**src/rtl/alu_ctrl_pkg.sv**
```systemverilog
// alu_ctrl_pkg
//   Shared definitions for the registered ALU control unit:
//   - alu_code_e : 4-bit ALUControl operation codes
//   - FUNCT_*    : R-type funct field encodings understood by the decoder
//   - ALUOP_*    : main-control aluop encodings (1x means "decode funct")
//   - state_e    : control FSM states
package alu_ctrl_pkg;

    typedef enum logic [3:0] {
        ALU_AND   = 4'b0000,
        ALU_OR    = 4'b0001,
        ALU_ADD   = 4'b0010,
        ALU_XOR   = 4'b0011,
        ALU_NOR   = 4'b0100,
        ALU_SLTU  = 4'b0101,
        ALU_SUB   = 4'b0110,
        ALU_SLT   = 4'b0111,
        ALU_SLL   = 4'b1000,
        ALU_SRL   = 4'b1001,
        ALU_SRA   = 4'b1010,
        ALU_MULT  = 4'b1100,
        ALU_MULTU = 4'b1101,
        ALU_DIV   = 4'b1110,
        ALU_DIVU  = 4'b1111
    } alu_code_e;

    localparam logic [5:0] FUNCT_ADD   = 6'b100000;
    localparam logic [5:0] FUNCT_SUB   = 6'b100010;
    localparam logic [5:0] FUNCT_AND   = 6'b100100;
    localparam logic [5:0] FUNCT_OR    = 6'b100101;
    localparam logic [5:0] FUNCT_XOR   = 6'b100110;
    localparam logic [5:0] FUNCT_NOR   = 6'b100111;
    localparam logic [5:0] FUNCT_SLT   = 6'b101010;
    localparam logic [5:0] FUNCT_SLTU  = 6'b101011;
    localparam logic [5:0] FUNCT_SLL   = 6'b000000;
    localparam logic [5:0] FUNCT_SRL   = 6'b000010;
    localparam logic [5:0] FUNCT_SRA   = 6'b000011;
    localparam logic [5:0] FUNCT_MULT  = 6'b011000;
    localparam logic [5:0] FUNCT_MULTU = 6'b011001;
    localparam logic [5:0] FUNCT_DIV   = 6'b011010;
    localparam logic [5:0] FUNCT_DIVU  = 6'b011011;

    localparam logic [1:0] ALUOP_ADD = 2'b00;
    localparam logic [1:0] ALUOP_SUB = 2'b01;

    typedef enum logic [1:0] {
        ST_IDLE  = 2'd0,
        ST_BUSY  = 2'd1,
        ST_VALID = 2'd2
    } state_e;

endpackage

```
**src/rtl/alu_funct_decode.sv**
```systemverilog
// alu_funct_decode
//   Purely combinational ALU operation decoder.
//   Ports:
//     i_aluop      : 00 add, 01 subtract, 1x decode i_funct
//     i_funct      : R-type function field
//     o_code       : decoded ALUControl code
//     o_is_muldiv  : operation needs the multicycle mul/div path
//     o_is_div     : mul/div operation is a divide (selects busy length)
//     o_illegal    : unsupported funct; o_code falls back to ADD
module alu_funct_decode
    import alu_ctrl_pkg::*;
(
    input  logic [1:0] i_aluop,
    input  logic [5:0] i_funct,
    output alu_code_e  o_code,
    output logic       o_is_muldiv,
    output logic       o_is_div,
    output logic       o_illegal
);

    always_comb begin
        o_code      = ALU_ADD;
        o_is_muldiv = 1'b0;
        o_is_div    = 1'b0;
        o_illegal   = 1'b0;
        if (i_aluop == ALUOP_ADD) begin
            o_code = ALU_ADD;
        end else if (i_aluop == ALUOP_SUB) begin
            o_code = ALU_SUB;
        end else begin
            case (i_funct)
                FUNCT_ADD:   o_code = ALU_ADD;
                FUNCT_SUB:   o_code = ALU_SUB;
                FUNCT_AND:   o_code = ALU_AND;
                FUNCT_OR:    o_code = ALU_OR;
                FUNCT_XOR:   o_code = ALU_XOR;
                FUNCT_NOR:   o_code = ALU_NOR;
                FUNCT_SLT:   o_code = ALU_SLT;
                FUNCT_SLTU:  o_code = ALU_SLTU;
                FUNCT_SLL:   o_code = ALU_SLL;
                FUNCT_SRL:   o_code = ALU_SRL;
                FUNCT_SRA:   o_code = ALU_SRA;
                FUNCT_MULT:  begin o_code = ALU_MULT;  o_is_muldiv = 1'b1; end
                FUNCT_MULTU: begin o_code = ALU_MULTU; o_is_muldiv = 1'b1; end
                FUNCT_DIV:   begin o_code = ALU_DIV;   o_is_muldiv = 1'b1; o_is_div = 1'b1; end
                FUNCT_DIVU:  begin o_code = ALU_DIVU;  o_is_muldiv = 1'b1; o_is_div = 1'b1; end
                default:     begin o_code = ALU_ADD;   o_illegal = 1'b1; end
            endcase
        end
    end

endmodule

```
**src/rtl/alu_ctrl_unit.sv**
```systemverilog
// alu_ctrl_unit
//   Registered, handshaked ALU control unit for the multicycle datapath.
//   Ports:
//     clk, reset_n          : clock (rising edge), async active-low reset
//     in_valid / in_ready   : upstream request handshake
//     aluop, funct          : request payload
//     out_valid / out_ready : downstream result handshake
//     alu_control           : registered ALU operation (upper bits zero)
//     busy                  : multicycle mul/div operation in progress
//     illegal               : result came from an unsupported funct
//     dbg_state             : current FSM state, for observation only
//
//   Handshake: a transfer happens on a rising edge where valid and ready
//   are both high. The producer holds valid and its payload until the
//   transfer; ready may depend combinationally only on out_ready.
module alu_ctrl_unit
    import alu_ctrl_pkg::*;
#(
    parameter int CTRL_W      = 4,
    parameter int MULT_CYCLES = 4,
    parameter int DIV_CYCLES  = 8
) (
    input  logic              clk,
    input  logic              reset_n,
    input  logic              in_valid,
    output logic              in_ready,
    input  logic [1:0]        aluop,
    input  logic [5:0]        funct,
    output logic              out_valid,
    input  logic              out_ready,
    output logic [CTRL_W-1:0] alu_control,
    output logic              busy,
    output logic              illegal,
    output logic [1:0]        dbg_state
);

    // Counter holds at most max(N)-1.
    localparam int MAX_N = (MULT_CYCLES > DIV_CYCLES) ? MULT_CYCLES : DIV_CYCLES;
    localparam int CNT_W = (MAX_N > 1) ? $clog2(MAX_N) : 1;

    state_e           r_state;
    logic [CNT_W-1:0] r_cnt;
    logic [3:0]       r_code;
    logic             r_illegal;

    alu_code_e        w_code;
    logic             w_is_muldiv;
    logic             w_is_div;
    logic             w_illegal;
    logic             w_accept;
    logic [CNT_W-1:0] w_load_cnt;

    alu_funct_decode u_decode (
        .i_aluop     (aluop),
        .i_funct     (funct),
        .o_code      (w_code),
        .o_is_muldiv (w_is_muldiv),
        .o_is_div    (w_is_div),
        .o_illegal   (w_illegal)
    );

    // A new request may enter while idle, or while the current result
    // is leaving in the same cycle (gives 1/cycle throughput).
    assign in_ready   = (r_state == ST_IDLE) || ((r_state == ST_VALID) && out_ready);
    assign w_accept   = in_valid && in_ready;
    assign w_load_cnt = w_is_div ? CNT_W'(DIV_CYCLES - 1) : CNT_W'(MULT_CYCLES - 1);

    assign out_valid   = (r_state == ST_VALID);
    assign busy        = (r_state == ST_BUSY);
    assign alu_control = CTRL_W'(r_code);
    assign illegal     = r_illegal;
    assign dbg_state   = r_state;

    always_ff @(posedge clk or negedge reset_n) begin
        if (!reset_n) begin
            r_state   <= ST_IDLE;
            r_cnt     <= '0;
            r_code    <= 4'b0000;
            r_illegal <= 1'b0;
        end else begin
            case (r_state)
                ST_IDLE, ST_VALID: begin
                    if (w_accept) begin
                        r_code    <= w_code;
                        r_illegal <= w_illegal;
                        if (w_is_muldiv) begin
                            r_cnt   <= w_load_cnt;
                            r_state <= ST_BUSY;
                        end else begin
                            r_state <= ST_VALID;
                        end
                    end else if (r_state == ST_VALID && out_ready) begin
                        r_state <= ST_IDLE;
                    end
                end
                ST_BUSY: begin
                    if (r_cnt == '0) begin
                        r_state <= ST_VALID;
                    end else begin
                        r_cnt <= r_cnt - CNT_W'(1);
                    end
                end
                default: r_state <= ST_IDLE;
            endcase
        end
    end

endmodule
```
**config.mk**
```make
export PLATFORM = sky130hd
export DESIGN_NAME = alu_ctrl_unit
export DESIGN_NICKNAME = d
export VERILOG_FILES = /design/src/rtl/alu_ctrl_pkg.sv /design/src/rtl/alu_funct_decode.sv /design/src/rtl/alu_ctrl_unit.sv
export SDC_FILE = /design/constraint.sdc
export NUM_CORES = 1
export LEC_CHECK = 0
export ABC_CLOCK_PERIOD_IN_PS = 2000
export BUFFER_PORTS_ARGS = -buffer_cell sky130_fd_sc_hd__buf_2
export CORE_UTILIZATION = 30
export DETAILED_ROUTE_END_ITERATION = 8
export GPL_TIMING_DRIVEN = 0
export PLACE_DENSITY = 0.62
export SLEW_MARGIN = 10
export SYNTH_ARGS = -nofsm -noshare
export SYNTH_HDL_FRONTEND = slang
export SYNTH_HIERARCHICAL = 1
export SYNTH_SLANG_ARGS = --single-unit
```
**constraint.sdc**
```tcl
create_clock -name clk -period 2 [get_ports clk]
set_input_delay 0.1 -clock clk [delete_from_list [all_inputs] [get_ports clk]]
set_output_delay 0.1 -clock clk [all_outputs]
set_load 0.005 [all_outputs]
```
==> summary.md, run 1 <==
| Metric | Value |
|---|---|
| Status | `finished clean` |
| Vias in the first global route | `662` |
| Final Max Slew Viols | `0` |
| Setup crit end kind | `flip-flop` |
| Pleak | `0.4628 nW` |
| Min-delay worst type | `in -> reg` |
| Setup slack at placement | `0.07172 ns` |
| Final setup viols | `0` |
| Synth async-reset ratio | `100.0%` |
| Worst hold slack | `0.1673 ns` |
| Compound-Gate Fraction of Synth Area | `19.81%` |
| Clock Root Buffer | `clkbuf_4` |
| Final nets | `127` |
| Worst r2r src | `dbg_state[0]` |
| Total die area | `0.002906 mm^2` |
| NetSw | `180.4 uW` |
| Dpl hpwl | `1334 um` |
| Wire per inst | `11.87 um` |
| Met2 routed WL | `857 um` |
| Post-route setup slack | `0.3528 ns` |
| DRC | `0` |
| Die width | `53.91 um` |
| Die Ht | `53.91 um` |
| Post-Route Skew | `0.004604 ns` |
| Iteration-0 DRC Markers | `6` |
| H-tree depth | `1` |
| Worst slew pin tran | `0.4720 ns` |
| Cell internal pwr | `432.2 uW` |
| Main synth FF type | `dfrtp_1` |
| Post-Synth XOR/XNOR Area | `2.167%` |
| Fill cells | `276` |
| Initial antenna violation count | `0` |
| Max-slew headroom | `68.10%` |
| DR vias/cell | `4.894` |
| Post-layout util | `39.53%` |
| Post-Route WL | `1685 um` |
| Hold wc startpoint | `in_valid` |
| Achievable Freq | `607.1 MHz` |
| Routed met1 length | `780 um` |
| Fin Setup TNS | `0 ns` |
| Netlist Area Pre-Place | `808.3 um^2` |
| Final min period | `1.647 ns` |
| Crit path max fanout | `10` |
| Cells after Synth | `86` |
| Syn. warnings | `6` |
| Seq/Total Area, Yosys | `30.96%` |
| Adder-cell share of the synthesized area | `3.096%` |
| Detailed-router iteration count before antenna repair | `3` |
| First-pass GRT wire length | `2980 um` |
| Vias | `695` |
| Critical path startpoint | `funct[2]` |
| Worst setup SP type | `primary input` |
| Final Cycle Share | `82.36%` |
| Buffer count from post-CTS setup fixing | `0` |
| Area share of the largest cell type after synthesis | `30.96%` |
| Synth-to-Final Area Change | `23.37%` |
| # rows | `18` |
| Total clock sinks | `10` |
| Clock Latency Late Sink | `0.27 ns` |
| IO Port Bufs | `21` |
| Yosys top cell by area | `dfrtp_1` |
| Proportion of layout cells with a drive suffix above 1 | `38.39%` |
| Clock power share | `30.0%` |
| Power per cell area | `614.2 mW/mm^2` |
| Max VDD drop | `414.7 uV` |
| Critical Path RT | `2.15 ns` |
| # IOs | `22` |
| Most frequent cell after synthesis | `dfrtp_1` |
| DR top layer | `met4` |
| Detail Route Antenna Nets | `0` |
| Post-Synth Simple-Gate Area | `23.99%` |
| Bufs on Longest Clock Path | `2` |
| WS Path Type | `in -> reg` |
| Post-synthesis cell type count | `42` |
| Largest net degree at the start of global routing | `11` |
| Commonest cells in the netlist | `dfrtp_1 (10), inv_1 (7), nor2_1 (6)` |
| Combinational fraction of design power | `28.7%` |
| Clk slew on worst S/H paths | `0.07 ns` |
| Total GRT Usage | `14.51%` |
| Post-synthesis mux area share | `12.23%` |
| Diode count | `0` |
| Final Hold Viols | `0` |
| EDFF count, synth | `0` |
| Seq pwr share | `41.3%` |
| Total gr overflow | `0` |
| Total of max-cap violations | `0` |
| Sw Share | `29.45%` |
| Seq cells post-synth | `10` |
| RSZ-0062 raised after global routing | `false` |
| TritonCTS Buffers | `3` |
| Post-Syn Nets | `100` |
| Core area | `0.002522 mm^2` |
| CTS tree | `done` |
| Routability cong. | `0.7836` |
| Largest family of logic cells by synthesized area | `simple AND/OR/NAND/NOR gates` |
| Initial Utilization | `32.04%` |
| Syn Area/Cell | `9.399 um^2` |
| Metal3 WL | `37 um` |
| Top cells by area, synth | `dfrtp_1 (31%), mux2_2 (7.0%), nor2b_1 (3.9%)` |
| Worst Path Arrival | `1.80 ns` |
-- layout make-up --
type | instances | area (um^2) | area share [%]
Buffer | 4 | 32.53 | 3.262
Clock buffer | 4 | 36.28 | 3.639
Inverter | 8 | 30.03 | 3.011
Multi-Input combinational cell | 64 | 495.5 | 49.69
Sequential cell | 10 | 250.2 | 25.09
Tap cell | 30 | 37.54 | 3.764
Timing Repair Buffer | 22 | 115.1 | 11.54
-- path summary, 6_finish.rpt --
| kind | to | slack, ns | cells after the start |
|---|---|---|---|
| max | r_cnt[0] | 0.35 | 7 |
| min | dbg_state[1] | 0.17 | 3 |
| max reg2reg | r_cnt[0] | 0.42 | 4 |
| min reg2reg | r_cnt[1] | 0.50 | 1 |
| max in group asynchronous | alu_control[1] | 1.59 | 2 |
| min in group asynchronous | r_cnt[2] | 0.22 | 2 |
-- flip-flops by register name (all words and copies together) (netlist names) --
| signal | flops |
|---|---|
| alu_control | 4 |
| dbg_state | 2 |
| r_cnt | 3 |
| illegal | 1 |
-- per-layer routing --
layer,up-vias,global-route usage (%)
met5,-,0
met4,0,2.632
met3,2,4.237
met2,8,23.46
met1,328,19.11
li1,357,-
-- stage by stage --
stage / instance area, um^2 / cells / power, mW
CTS: 997.2 / 142 / 0.6216
global route: 997.2 / 142 / 0.6692
detailed placement: 950.9 / 137 / 0.4341
global placement: 950.9 / 137 / 0.4253
floorplan: 808.3 / 86 / 0.3714
finish: 997.2 / 142 / 0.6125
-- cell families (layout without fill, tap and decap cells) --
kind of cell | Yosys count | count (layout)
and+or+nand+nor | 31 | 31
AOI/OAI and AO/OA | 20 | 20
buffers and inverters | 12 | 38
DFF | 10 | 10
muxes | 9 | 9
adders and majority gates | 2 | 2
xor gates and xnor gates | 2 | 2
-- cell usage in the layout (no fill, tap or decap), types with 2 or more instances in the layout --
| master | count |
|---|---|
| nor2b_1 | 5 |
| dfrtp_1 | 10 |
| inv_1 | 7 |
| clkbuf_4 | 3 |
| nand2_1 | 5 |
| buf_2 | 23 |
| a21oi_1 | 3 |
| nor3b_1 | 2 |
| mux2i_1 | 2 |
| buf_6 | 2 |
| nor2_1 | 6 |
| o21ai_0 | 3 |
| nand2b_1 | 2 |
| a211oi_1 | 2 |
| ha_1 | 2 |
| mux2_1 | 2 |
| mux2_2 | 5 |
-- critical path, stage by stage --
cell      delay [ns]
buf_2           0.12
buf_2           0.19
nor3_2          0.34
and2_1          0.22
nor4bb_1        0.41
a211oi_4        0.10
mux2_1          0.33
-- power by group through the flow --
stage          clock [mW]  combinational [mW]  sequential (mW)
3_5_place_dp            0               0.177            0.257
4_1_cts             0.190               0.178            0.253
3_3_place_gp            0               0.170            0.255
5_1_grt             0.207               0.206            0.257
2_1_floorplan           0               0.116            0.255
6_report            0.184               0.176            0.253
-- timing repair --
item,in CTS,in global routing
hold buffers,1,0
hold endpoints to repair,10,0
gates resized for setup,0,0
(Power assumes the default switching activity.)
==> run 2: changes to the inputs <==
ABC_CLOCK_PERIOD_IN_PS = 1400   (was 2000)
PLACE_DENSITY = 0.63   (was 0.62)
clock period = 1.4 ns   (was 2 ns; I/O delays follow)
==> summary.md, run 2 (synthesized netlist as in run 1, its figures left out) <==
| Metric | Value |
|---|---|
| CTS tree | `done` |
| Most common cell after layout, fill and taps aside | `buf_2` |
| Initial Utilization | `32.04%` |
| Setup slack at placement | `-0.4154 ns` |
| WS Path Type | `reg -> reg` |
| Core area | `0.002522 mm^2` |
| Crit-path slowest cell | `dfrtp_1` |
| Clock Root Buffer | `clkbuf_4` |
| # rows | `18` |
| Worst Path Arrival | `1.69 ns` |
| Most frequent cells in the layout | `buf_2 (23), dfrtp_1 (8), mux2_4 (7)` |
| Initial antenna violation count | `0` |
| Wire per inst | `13.86 um` |
| RSZ-0062 raised after global routing | `true` |
| Min-delay worst type | `in -> reg` |
| Worst path top cell family by delay | `flip-flops` |
| Worst setup SP type | `flip-flop` |
| Worst r2r src | `r_cnt[1]` |
| Clock power share | `26.2%` |
| Detail Route Antenna Nets | `0` |
| Detailed-router iteration count before antenna repair | `4` |
| Critical Path RT | `1.55 ns` |
| Power per cell area | `899.3 mW/mm^2` |
| Final Max Slew Viols | `0` |
| Total GRT Usage | `15.94%` |
| Inst Count DP | `137` |
| Setup crit end kind | `flip-flop` |
| Vias | `765` |
| Status | `finished with violations` |
| Final instance area | `0.001139 mm^2` |
| DR vias/cell | `5.169` |
| NetSw | `317.5 uW` |
| Worst slew pin tran | `0.3076 ns` |
| Combinational fraction of design power | `38.0%` |
| Dpl hpwl | `1464 um` |
| Buf/Inv on CP | `2` |
| DRC | `0` |
| Post-Route WL | `2052 um` |
| Max FFs per register | `4` |
| Max VDD drop | `666.5 uV` |
| Post-route setup slack | `-0.1343 ns` |
| TritonCTS Buffers | `3` |
| Non-filler instance count after layout | `148` |
| Synth-to-Final Area Change | `40.87%` |
| Final Cycle Share | `109.6%` |
| H-tree depth | `1` |
| IO Port Bufs | `21` |
| Clock Latency Late Sink | `0.28 ns` |
| Die width | `53.91 um` |
| Total die area | `0.002906 mm^2` |
| Final min period | `1.534 ns` |
| Pleak | `0.5278 nW` |
| Critical path startpoint | `r_cnt[1]` |
| Cell internal pwr | `706.4 uW` |
| Post-Route Skew | `0.009281 ns` |
| Iteration-0 DRC Markers | `13` |
| Max-slew headroom | `79.45%` |
| Total clock sinks | `10` |
| Clk slew on worst S/H paths | `0.07 ns` |
| Placed Instance Area | `979.7 um^2` |
| Achievable Freq | `651.8 MHz` |
| Diode count | `0` |
| Hold wc startpoint | `in_valid` |
| Final setup viols | `3` |
| Crit-path max cell delay | `0.39 ns` |
| Sw Share | `31.01%` |
| Critical Path, Cell by Cell | `inv_2, ha_4, ha_4, inv_2, a211oi_4, mux2_4` |
| Final nets | `133` |
| Bufs on Longest Clock Path | `2` |
| Routability cong. | `0.8087` |
| Proportion of layout cells with a drive suffix above 1 | `50.85%` |
| Failing checks | `negative setup slack` |
| Vias in the first global route | `748` |
| Total of max-cap violations | `0` |
| First-pass GRT wire length | `3174 um` |
| Die Ht | `53.91 um` |
| Largest net degree at the start of global routing | `11` |
| Total gr overflow | `0` |
| # IOs | `22` |
| Crit path max fanout | `3` |
| Seq pwr share | `35.9%` |
| Final Hold Viols | `0` |
run 2: changes by cell type in the layout (fill, tap and decap cells not counted), moves of 2 or more:
cell     before  now
buf_6         2    4
mux2_2        5    0
inv_2         1    4
buf_4         0    4
mux2_1        2    0
mux2_4        0    7
ha_1          2    0
dfrtp_1      10    8
inv_1         7    4
ha_4          0    2
dfrtp_2       0    2
run 2: stage by stage:
stage | hold WS, ns | util (%) | total power, mW | setup TNS [ns]
5_1_grt | 0.1973 | 45.14 | 1.100 | -0.5955
3_5_place_dp | -0.05112 | 38.84 | 0.6746 | -1.861
4_1_cts | 0.1387 | 42.91 | 0.9745 | -0.3302
3_3_place_gp | -0.05861 | 38.84 | 0.6481 | -1.395
6_report | 0.1577 | 45.14 | 1.024 | -0.3683
2_1_floorplan | -0.2256 | - | 0.5696 | -0.2179
run 2: final timing paths:
kind | depth (start not counted) | slack, ns | end
setup / recovery | 6 | -0.13 | r_cnt[0]
hold / removal | 3 | 0.16 | dbg_state[1]
setup reg to reg | 6 | -0.13 | r_cnt[0]
hold reg to reg | 1 | 0.51 | alu_control[3]
max in group asynchronous | 2 | 1.00 | dbg_state[1]
min in group asynchronous | 2 | 0.19 | dbg_state[0]
run 2: area by class of cell:
type                            count  area (um^2)
Fill cell                         250         1384
Multi-Input combinational cell     64        581.8
Sequential cell                    10        252.7
Timing Repair Buffer               28        167.7
Tap cell                           30        37.54
Clock buffer                        4        36.28
Buffer                              4        32.53
Inverter                            8        30.03
run 2: metal layers:
metal / share of wire (%) / track usage, % / wire [um] / vias to the layer above
met1: 43 / 17.98 / 873 / 367
met2: 51 / 26.75 / 1039 / 19
met5: 0 / 0 / 0 / -
li1: - / - / - / 371
met3: 3.7 / 4.520 / 76 / 8
met4: 3.1 / 8.772 / 63 / 0
run 2: power by group through the flow:
stage                     Combinational [mW]  Clock, mW  Sequential, mW
after floorplan                        0.204          0           0.366
after global placement                 0.282          0           0.366
after detailed placement               0.305          0           0.370
after CTS                              0.340      0.274           0.360
after global routing                   0.432      0.295           0.373
final                                  0.389      0.268           0.367
run 2: tightest hold or removal path, cell delays in order:
cell and delay (ns):
buf_2 0.12, a21oi_1 0.07, o21ai_0 0.14
run 2: timing repair:
action,in CTS,in global routing
pin swaps,3,4
endpoints found under the setup margin,8,9
setup buffers,5,1
gates resized for setup,5,12
hold endpoints to repair,10,0
hold buffers,1,0
==> run 3: changes to the inputs <==
BUFFER_PORTS_ARGS = not set   (was -buffer_cell sky130_fd_sc_hd__buf_2)
DONT_BUFFER_PORTS = 1   (was not set)
PLACE_DENSITY = 0.56   (was 0.63)
==> summary.md, run 3 (synthesized netlist as in run 1, its figures left out) <==
| Metric | Value |
|---|---|
| Power per cell area | `894.9 mW/mm^2` |
| Non-filler instance count after layout | `123` |
| Total gr overflow | `0` |
| Combinational fraction of design power | `29.4%` |
| Worst setup SP type | `flip-flop` |
| Inst Count DP | `116` |
| Pleak | `0.4172 nW` |
| Total clock sinks | `10` |
| Cell internal pwr | `640.4 uW` |
| Post-Route Skew | `0.002421 ns` |
| Max FFs per register | `4` |
| Routability cong. | `0.8019` |
| Final min period | `1.564 ns` |
| Crit-path max cell delay | `0.40 ns` |
| H-tree depth | `1` |
| Min-delay worst type | `in -> reg` |
| Total GRT Usage | `12.53%` |
| Die Ht | `53.91 um` |
| Total die area | `0.002906 mm^2` |
| Final setup viols | `3` |
| Most common cell after layout, fill and taps aside | `dfrtp_1` |
| Final nets | `108` |
| Total of max-cap violations | `0` |
| Initial antenna violation count | `0` |
| Vias in the first global route | `573` |
| CTS tree | `done` |
| Max-slew headroom | `70.66%` |
| WS Path Type | `reg -> reg` |
| Largest net degree at the start of global routing | `11` |
| Wire per inst | `13.37 um` |
| IO Port Bufs | `0` |
| DRC | `0` |
| Clock Root Buffer | `clkbuf_4` |
| Final Max Slew Viols | `0` |
| Crit-path slowest cell | `dfrtp_1` |
| TritonCTS Buffers | `3` |
| Most frequent cells in the layout | `dfrtp_1 (8), mux2_4 (7), inv_1 (6), nor2_1 (6), nand2_1 (5)` |
| Post-route setup slack | `-0.1641 ns` |
| Final Cycle Share | `111.7%` |
| Synth-to-Final Area Change | `22.29%` |
| Clock power share | `28.5%` |
| Post-Route WL | `1644 um` |
| Vias | `631` |
| Detail Route Antenna Nets | `0` |
| Iteration-0 DRC Markers | `6` |
| Max VDD drop | `796.3 uV` |
| # rows | `18` |
| Initial Utilization | `32.04%` |
| # IOs | `22` |
| Die width | `53.91 um` |
| Design Power | `884.6 uW` |
| Achievable Freq | `639.4 MHz` |
| Seq pwr share | `42.1%` |
| Clk slew on worst S/H paths | `0.06 ns` |
| Final instance area | `988.4 um^2` |
| Critical Path RT | `1.54 ns` |
| First-pass GRT wire length | `2587 um` |
| RSZ-0062 raised after global routing | `true` |
| Detailed-router iteration count before antenna repair | `4` |
| Sw Share | `27.60%` |
| Diode count | `0` |
| Failing checks | `negative setup slack` |
| Fin Setup TNS | `-0.4531 ns` |
| Critical Path, Cell by Cell | `inv_1, ha_2, ha_4, inv_2, a211oi_4, mux2_4` |
| Proportion of layout cells with a drive suffix above 1 | `36.56%` |
| Bufs on Longest Clock Path | `2` |
| Worst path top cell family by delay | `flip-flops` |
| Dpl hpwl | `1215 um` |
| Worst Path Arrival | `1.71 ns` |
| Buf/Inv on CP | `2` |
| Setup crit end kind | `flip-flop` |
| Worst slew pin tran | `0.4386 ns` |
| NetSw | `244.2 uW` |
| Placed Instance Area | `874.6 um^2` |
| Status | `finished with violations` |
| Clock Latency Late Sink | `0.26 ns` |
| DR vias/cell | `5.130` |
| Crit path max fanout | `4` |
| Final Hold Viols | `0` |
| Core area | `0.002522 mm^2` |
-- run 3: changes by cell type in the layout (fill, tap and decap cells not counted), sizes merged --
| cell | previous run | this run |
|---|---|---|
| buf | 31 | 6 |
-- run 3: routing by layer --
metal	GRT usage (%)	routed length (um)	vias up
met1	18.15	783	287
li1	-	-	318
met5	0	0	-
met2	16.26	720	26
met3	7.062	141	0
met4	1.316	0	0
-- run 3: layout make-up --
type | count | area (um^2)
fillers | 263 | 1534
multi-input cells | 64 | 564.3
flip-flops and latches | 10 | 252.7
repair buffers | 3 | 28.78
plain buffers | 4 | 38.79
inverters | 8 | 30.03
well taps | 30 | 37.54
clock buffers | 4 | 36.28
-- run 3: what timing repair did --
action | CTS | global route
pin swaps | 1 | 1
buffers inserted | 1 | 1
gates resized for setup | 2 | 13
hold endpoints to repair | 10 | 0
hold buffers | 1 | 0
setup endpoints to repair | 8 | 9
-- run 3: final timing paths --
kind	end	cells past startpoint	slack (ns)	startpoint
worst max-delay path	r_cnt[1]	6	-0.16	r_cnt[0]
worst min-delay path	dbg_state[1]	2	0.04	in_valid
worst max register to register	r_cnt[1]	6	-0.16	r_cnt[0]
worst min register to register	r_cnt[1]	1	0.52	r_cnt[1]
max in group asynchronous	dbg_state[1]	1	0.89	reset_n
min in group asynchronous	r_cnt[0]	1	0.18	reset_n
-- run 3: per-stage QoR --
stage | setup WS [ns] | util, % | hold slack, ns
2_1_floorplan | -0.1090 | - | -0.2256
3_3_place_gp | -0.2750 | 34.67 | -0.2254
3_5_place_dp | -0.2668 | 34.67 | -0.2254
4_1_cts | -0.1921 | 36.95 | 0.02867
5_1_grt | -0.2396 | 39.19 | 0.05971
6_report | -0.1641 | 39.19 | 0.03548
-- run 3: power by group through the flow --
stage	Combinational [mW]	Clock, mW	Sequential (mW)
after floorplan	0.204	0	0.366
after global placement	0.225	0	0.373
after detailed placement	0.229	0	0.375
after CTS	0.240	0.266	0.370
after global routing	0.290	0.284	0.379
final	0.260	0.252	0.372
